==> config.mk <==
export PLATFORM = sky130hd
export DESIGN_NAME = imem_loader
export DESIGN_NICKNAME = d
export VERILOG_FILES = /design/src/rtl/imem_loader.sv
export SDC_FILE = /design/constraint.sdc
export NUM_CORES = 1
export LEC_CHECK = 0
export ABC_AREA = 1
export CAP_MARGIN = 20
export CORE_MARGIN = 8
export CORE_UTILIZATION = 30
export CTS_BUF_LIST = sky130_fd_sc_hd__clkbuf_8
export DETAILED_ROUTE_END_ITERATION = 10
export SLEW_MARGIN = 20
export SYNTH_ARGS = -nofsm -noshare
export SYNTH_HDL_FRONTEND = slang
export SYNTH_SLANG_ARGS = --single-unit
==> constraint.sdc <==
create_clock -name clk_i -period 3.5 [get_ports clk_i]
set_input_delay 0.7 -clock clk_i [delete_from_list [all_inputs] [get_ports clk_i]]
set_output_delay 0.7 -clock clk_i [all_outputs]
set_load 0.02 [all_outputs]
==> src/rtl/imem_loader.sv <==
// -----------------------------------------------------------------------------
// imem_loader
//
// Boot-time program loader for the RV32I single-cycle core. A byte stream is
// framed as a 4-byte little-endian word count N, N little-endian instruction
// words, and a one-byte checksum (sum of the payload bytes mod 256). Words are
// written into instruction memory starting at word address 0. The core is held
// in reset until a frame completes with a matching checksum.
//
// Ports
//   clk_i           system clock, rising edge
//   reset_i         asynchronous, active-high reset
//   load_start_i    1-cycle pulse: abort any activity and begin a new load
//   rx_data_i       stream byte
//   rx_valid_i      rx_data_i valid
//   rx_ready_o      loader accepts a byte (transfer = rx_valid_i & rx_ready_o)
//   imem_we_o       instruction-memory write enable, one cycle per word
//   imem_addr_o     word address of the write
//   imem_wdata_o    instruction word to write
//   cpu_reset_o     core reset: 1 = held, 0 = running
//   busy_o          load in progress
//   done_o          last load succeeded (sticky until load_start_i / reset_i)
//   error_o         last load failed (sticky until load_start_i / reset_i)
//   words_loaded_o  words written in the current/last load
// -----------------------------------------------------------------------------
module imem_loader #(
    parameter int unsigned ADDR_WIDTH = 10
) (
    input  logic                  clk_i,
    input  logic                  reset_i,
    input  logic                  load_start_i,
    input  logic [7:0]            rx_data_i,
    input  logic                  rx_valid_i,
    output logic                  rx_ready_o,
    output logic                  imem_we_o,
    output logic [ADDR_WIDTH-1:0] imem_addr_o,
    output logic [31:0]           imem_wdata_o,
    output logic                  cpu_reset_o,
    output logic                  busy_o,
    output logic                  done_o,
    output logic                  error_o,
    output logic [ADDR_WIDTH:0]   words_loaded_o
);

    typedef enum logic [2:0] {
        StIdle,
        StLen,
        StData,
        StWrite,
        StCheck,
        StDone,
        StErr
    } state_e;

    // Largest legal program, widened so the comparison cannot wrap.
    localparam logic [32:0] MaxWords = 33'(1) << ADDR_WIDTH;

    state_e                state_q, state_d;
    logic [31:0]           count_q, count_d;
    logic [ADDR_WIDTH:0]   index_q, index_d;
    logic [31:0]           word_sr_q, word_sr_d;
    logic [7:0]            sum_q, sum_d;
    logic [1:0]            byte_cnt_q, byte_cnt_d;
    logic                  done_q, done_d;
    logic                  error_q, error_d;
    logic                  cpu_reset_q, cpu_reset_d;

    logic                  xfer;
    logic [31:0]           len_shift;
    logic [ADDR_WIDTH:0]   index_inc;

    // Bytes arrive LSB first, so shifting in from the top leaves byte k at
    // bits 8k+7:8k once four bytes have been taken.
    assign len_shift = {rx_data_i, count_q[31:8]};
    assign index_inc = index_q + 1'b1;

    // ---------------------------------------------------------------------
    // Next-state and combinational outputs
    // ---------------------------------------------------------------------
    always_comb begin
        state_d    = state_q;
        count_d    = count_q;
        index_d    = index_q;
        word_sr_d  = word_sr_q;
        sum_d      = sum_q;
        byte_cnt_d = byte_cnt_q;

        // load_start_i wins over the stream: no byte is consumed in that cycle.
        rx_ready_o = ((state_q == StLen) || (state_q == StData) || (state_q == StCheck))
                     && !load_start_i;
        xfer       = rx_ready_o && rx_valid_i;

        if (load_start_i) begin
            state_d    = StLen;
            count_d    = '0;
            index_d    = '0;
            word_sr_d  = '0;
            sum_d      = '0;
            byte_cnt_d = '0;
        end else begin
            unique case (state_q)
                StLen: begin
                    if (xfer) begin
                        count_d    = len_shift;
                        byte_cnt_d = byte_cnt_q + 2'd1;
                        if (byte_cnt_q == 2'd3) begin
                            if (len_shift == 32'd0) begin
                                state_d = StCheck;
                            end else if ({1'b0, len_shift} > MaxWords) begin
                                state_d = StErr;
                            end else begin
                                state_d = StData;
                            end
                        end
                    end
                end
                StData: begin
                    if (xfer) begin
                        word_sr_d  = {rx_data_i, word_sr_q[31:8]};
                        sum_d      = sum_q + rx_data_i;
                        byte_cnt_d = byte_cnt_q + 2'd1;
                        if (byte_cnt_q == 2'd3) begin
                            state_d = StWrite;
                        end
                    end
                end
                StWrite: begin
                    // byte_cnt_q has already wrapped to 0 for the next word.
                    index_d = index_inc;
                    if (32'(index_inc) == count_q) begin
                        state_d = StCheck;
                    end else begin
                        state_d = StData;
                    end
                end
                StCheck: begin
                    if (xfer) begin
                        state_d = (rx_data_i == sum_q) ? StDone : StErr;
                    end
                end
                StIdle, StDone, StErr: begin
                    state_d = state_q;
                end
                default: begin
                    state_d = StIdle;
                end
            endcase
        end

        // Status flags are registered copies of where the FSM is heading.
        done_d      = (state_d == StDone);
        error_d     = (state_d == StErr);
        cpu_reset_d = (state_d != StDone);
    end

    // ---------------------------------------------------------------------
    // State registers
    // ---------------------------------------------------------------------
    always_ff @(posedge clk_i or posedge reset_i) begin
        if (reset_i) begin
            state_q     <= StIdle;
            count_q     <= '0;
            index_q     <= '0;
            word_sr_q   <= '0;
            sum_q       <= '0;
            byte_cnt_q  <= '0;
            done_q      <= 1'b0;
            error_q     <= 1'b0;
            cpu_reset_q <= 1'b1;
        end else begin
            state_q     <= state_d;
            count_q     <= count_d;
            index_q     <= index_d;
            word_sr_q   <= word_sr_d;
            sum_q       <= sum_d;
            byte_cnt_q  <= byte_cnt_d;
            done_q      <= done_d;
            error_q     <= error_d;
            cpu_reset_q <= cpu_reset_d;
        end
    end

    // ---------------------------------------------------------------------
    // Outputs
    // ---------------------------------------------------------------------
    assign imem_we_o      = (state_q == StWrite);
    assign imem_addr_o    = index_q[ADDR_WIDTH-1:0];
    assign imem_wdata_o   = word_sr_q;
    assign busy_o         = (state_q == StLen) || (state_q == StData) ||
                            (state_q == StWrite) || (state_q == StCheck);
    assign done_o         = done_q;
    assign error_o        = error_q;
    assign cpu_reset_o    = cpu_reset_q;
    assign words_loaded_o = index_q;

endmodule

==> results.tsv <==
stage	metric	value	unit
status	status	finished, final reports clean	
clock_network	cts hold-fix bufs	0	
sta	setup TNS	0	ps
clock_network	TritonCTS Buffers	9	
setup_path	CP Launch Type	primary input	
floorplan	Die Height	139.9	microns
floorplan	die area	0.01956	sq mm
layout	FF+latch area	0.002278	sq mm
setup_path	Buf/Inv on CP	4	
clock_network	CTS tree	built	
clock_network	setup bufs post-CTS	0	
pwr	Pwr Density	377.8	mW/mm^2
routing	met3 wire length	987	microns
synthesis	Mapped Cells	561	
routing	total routed wirelength	11530	microns
synthesis	Yosys warnings	0	
setup_path	CP arrival	1960	ps
setup_path	worst path cell trace	clkdlybuf4s50_1 -> inv_2 -> nand2_2 -> inv_1 -> clkdlybuf4s50_1	
synthesis	Seq/Total Area, Yosys	0.4951	
global_routing	largest net degree at the start of global routing	92	
place	GPL Wtd Cong	0.8303	
synthesis	mapped cell area	0.004602	sq mm
sta	Slew Viols, Final	0	
floorplan	FP Rows	45	
layout	fillers	1563	
routing	via count	3854	
sta	post-route clock period utilization	0.7586	
setup_path	crit-path max FO	2	
clock_network	deepest clock path buffer count	2	
clock_network	CTS clk-pin slew, worst paths	90	ps
global_routing	first-pass GRT wire length	19520	microns
clock_network	Root Buffer Master	clkbuf_8	
global_routing	number of global-route vias before repair	3873	
layout	commonest non-fill, non-tap cells in the layout	nand2_1, inv_1, dfrtp_1	
pwr	Pleak	2.539	nW
floorplan	Die X	139.9	microns
place	Port Buf Inserts	70	
sta	Finish-stage setup viols	0	
floorplan	# IOs	71	
clock_network	CTS H-tree depth	3	
global_routing	antenna violations before repair	0	
routing	vias per cell	4.740	
worst_hold_path	Hold Crit Class	reg -> reg	
setup_path	CP max stage cell	clkdlybuf4s50_1	
floorplan	Core Region	0.01509	sq mm
synthesis	Syn Nets	583	
setup_path	Worst Setup End Kind	output pin	
layout	final core utilization	0.3728	
layout	multi-input logic area	0.001745	sq mm
sta	Period minus WS final	2655	ps
clock_network	# resized after CTS	0	
layout	commonest non-fill, non-tap cell in the layout	nand2_1	
clock_network	Sink Count	91	
sta	actual slew at the worst max-slew pin	763.8	ps
setup_path	Crit Path Category	in -> out	
routing	initial DRC count	255	
routing	wire length per cell	14.19	microns
sta	clk_skew	13.16	ps
layout	Layout Area Growth over Synthesis	22.24	%
routing	DRC	0	
layout	Nets	642	
pwr	maximum VDD drop	210.8	uV
global_routing	Tot GR Track Use	0.1213	
global_routing	global route overflow	0	
run	MaxCap Viol Count	0	
sta	Hold Fails Final Rpt	0	
layout	layout cells sized above 1	0.06880	
routing	drt pass-1 iters	5	
synthesis	synthesized flop and latch total	91	
routing	met2 wire length	5141	microns
sta	Slew Limit Headroom	0.4895	
floorplan	effective utilization at floorplan	0.3050	
routing	Top Layer Used	met4	
synthesis	Synth cell types	35	
synthesis	synthesized area per cell	8.203	sq um
setup_path	R2R Setup Slk	1290	ps
sta	Max Fclk	376.6	MHz
setup_path	Top delay family on crit path	buffers and inverters	
setup_path	critical path required time	2800	ps
layout	ant diodes	0	
sta	RSZ-0062 raised after global routing	false	
routing	Met1 Wirelength	5345	microns
setup_path	crit-path most repeated cell	clkdlybuf4s50_1	
setup_path	Worst path max stage delay	590	ps
place	Final HPWL DP	8320	microns
clock_network	clk_lat worst skew	370	ps
routing	Antenna Nets Post-Route	0	
==> worst register-to-register path: cells and delay by family (launching register included) <==
| family | cells | cell delay (ps) |
|---|---|---|
| AO/OA/AOI/OAI | 1 | 170 |
| flip-flops | 1 | 430 |
| buffers and inverters | 3 | 250 |
| AND/OR/NAND/NOR | 6 | 1200 |
==> layout make-up <==
class	count	area share
Sequential cell	91	0.4050
Timing Repair Buffer	76	0.1348
Tap cell	188	0.04181
Multi-Input combinational cell	341	0.3103
Clock inverter	5	0.01357
Inverter	101	0.06762
Clock buffer	11	0.02691
==> through the flow <==
step                      power (mW)  setup slack, ps  hold slack, ps  cells  area (sq um)
after CTS                      2.146            816.6           536.1    813          5625
after detailed placement       1.332            785.6           512.1    797          5398
after floorplan                1.262            438.0           475.3    561          4602
after global placement         1.328            809.0           492.1    797          5398
after global routing           2.222            783.5           566.3    813          5625
final                          2.126            844.9           532.2    813          5625
==> registers in the layout, summed over array words and instances (netlist names) <==
signal	cells
byte_cnt_q	2
error_o	1
imem_wdata_o	32
sum_q	8
cpu_reset_o	1
done_o	1
words_loaded_o	11
count_q	32
state_q	3
==> synth_stat cells, drive strengths merged <==
library cell,number,area [sq um]
o21bai,1,7.510
nand4,6,37.54
xor2,4,35.03
dfrtp,90,2252
a21oi,9,48.80
clkbuf,3,11.26
buf,25,187.7
o31ai,1,7.510
nor4,1,6.260
nand3b,1,7.510
o21ai,44,220.2
nor2,53,221.5
fa,1,20.02
inv,101,379.1
nor3,4,20.02
xnor2,3,26.28
o21a,1,7.510
and2,1,6.260
ha,9,112.6
nand2,106,410.4
nand3,49,250.2
dfstp,1,26.28
mux2,1,11.26
o211ai,1,7.510
o22ai,45,281.5
==> worst paths after layout <==
kind / depth (start not counted) / to / startpoint
max: 5 / rx_ready_o / load_start_i
min: 2 / imem_wdata_o[1] / imem_wdata_o[1]
max in group asynchronous: 3 / cpu_reset_o / reset_i
min in group asynchronous: 3 / imem_wdata_o[19] / reset_i
max reg2reg: 10 / imem_wdata_o[19] / state_q[1]
min reg2reg: 2 / imem_wdata_o[1] / imem_wdata_o[1]
==> cells by family (layout without fill, tap and decap cells) <==
| group | after synthesis | in the layout | share of synthesized area |
|---|---|---|---|
| buffers and inverters | 129 | 193 | 0.1256 |
| and+or+nand+nor | 221 | 221 | 0.2085 |
| xor gates and xnor gates | 7 | 7 | 0.01332 |
| AOI/OAI and AO/OA | 102 | 102 | 0.1262 |
| adders and majority gates | 10 | 10 | 0.02882 |
| DFF | 91 | 91 | 0.4951 |
| muxes | 1 | 1 | 0.002447 |
==> per-layer routing <==
| layer | track usage | vias up |
|---|---|---|
| met4 | 0.02857 | 0 |
| met1 | 0.1532 | 1817 |
| met5 | 0 | - |
| li1 | - | 1922 |
| met2 | 0.1868 | 110 |
| met3 | 0.05267 | 5 |
==> where the power goes <==
| part | total, mW | internal [mW] | switching (mW) |
|---|---|---|---|
| logic | 0.218 | 0.0720 | 0.146 |
| clock network | 0.817 | 0.438 | 0.379 |
| registers | 1.09 | 1.08 | 0.0151 |
Note: power is estimated with default switching activity, not from simulation.
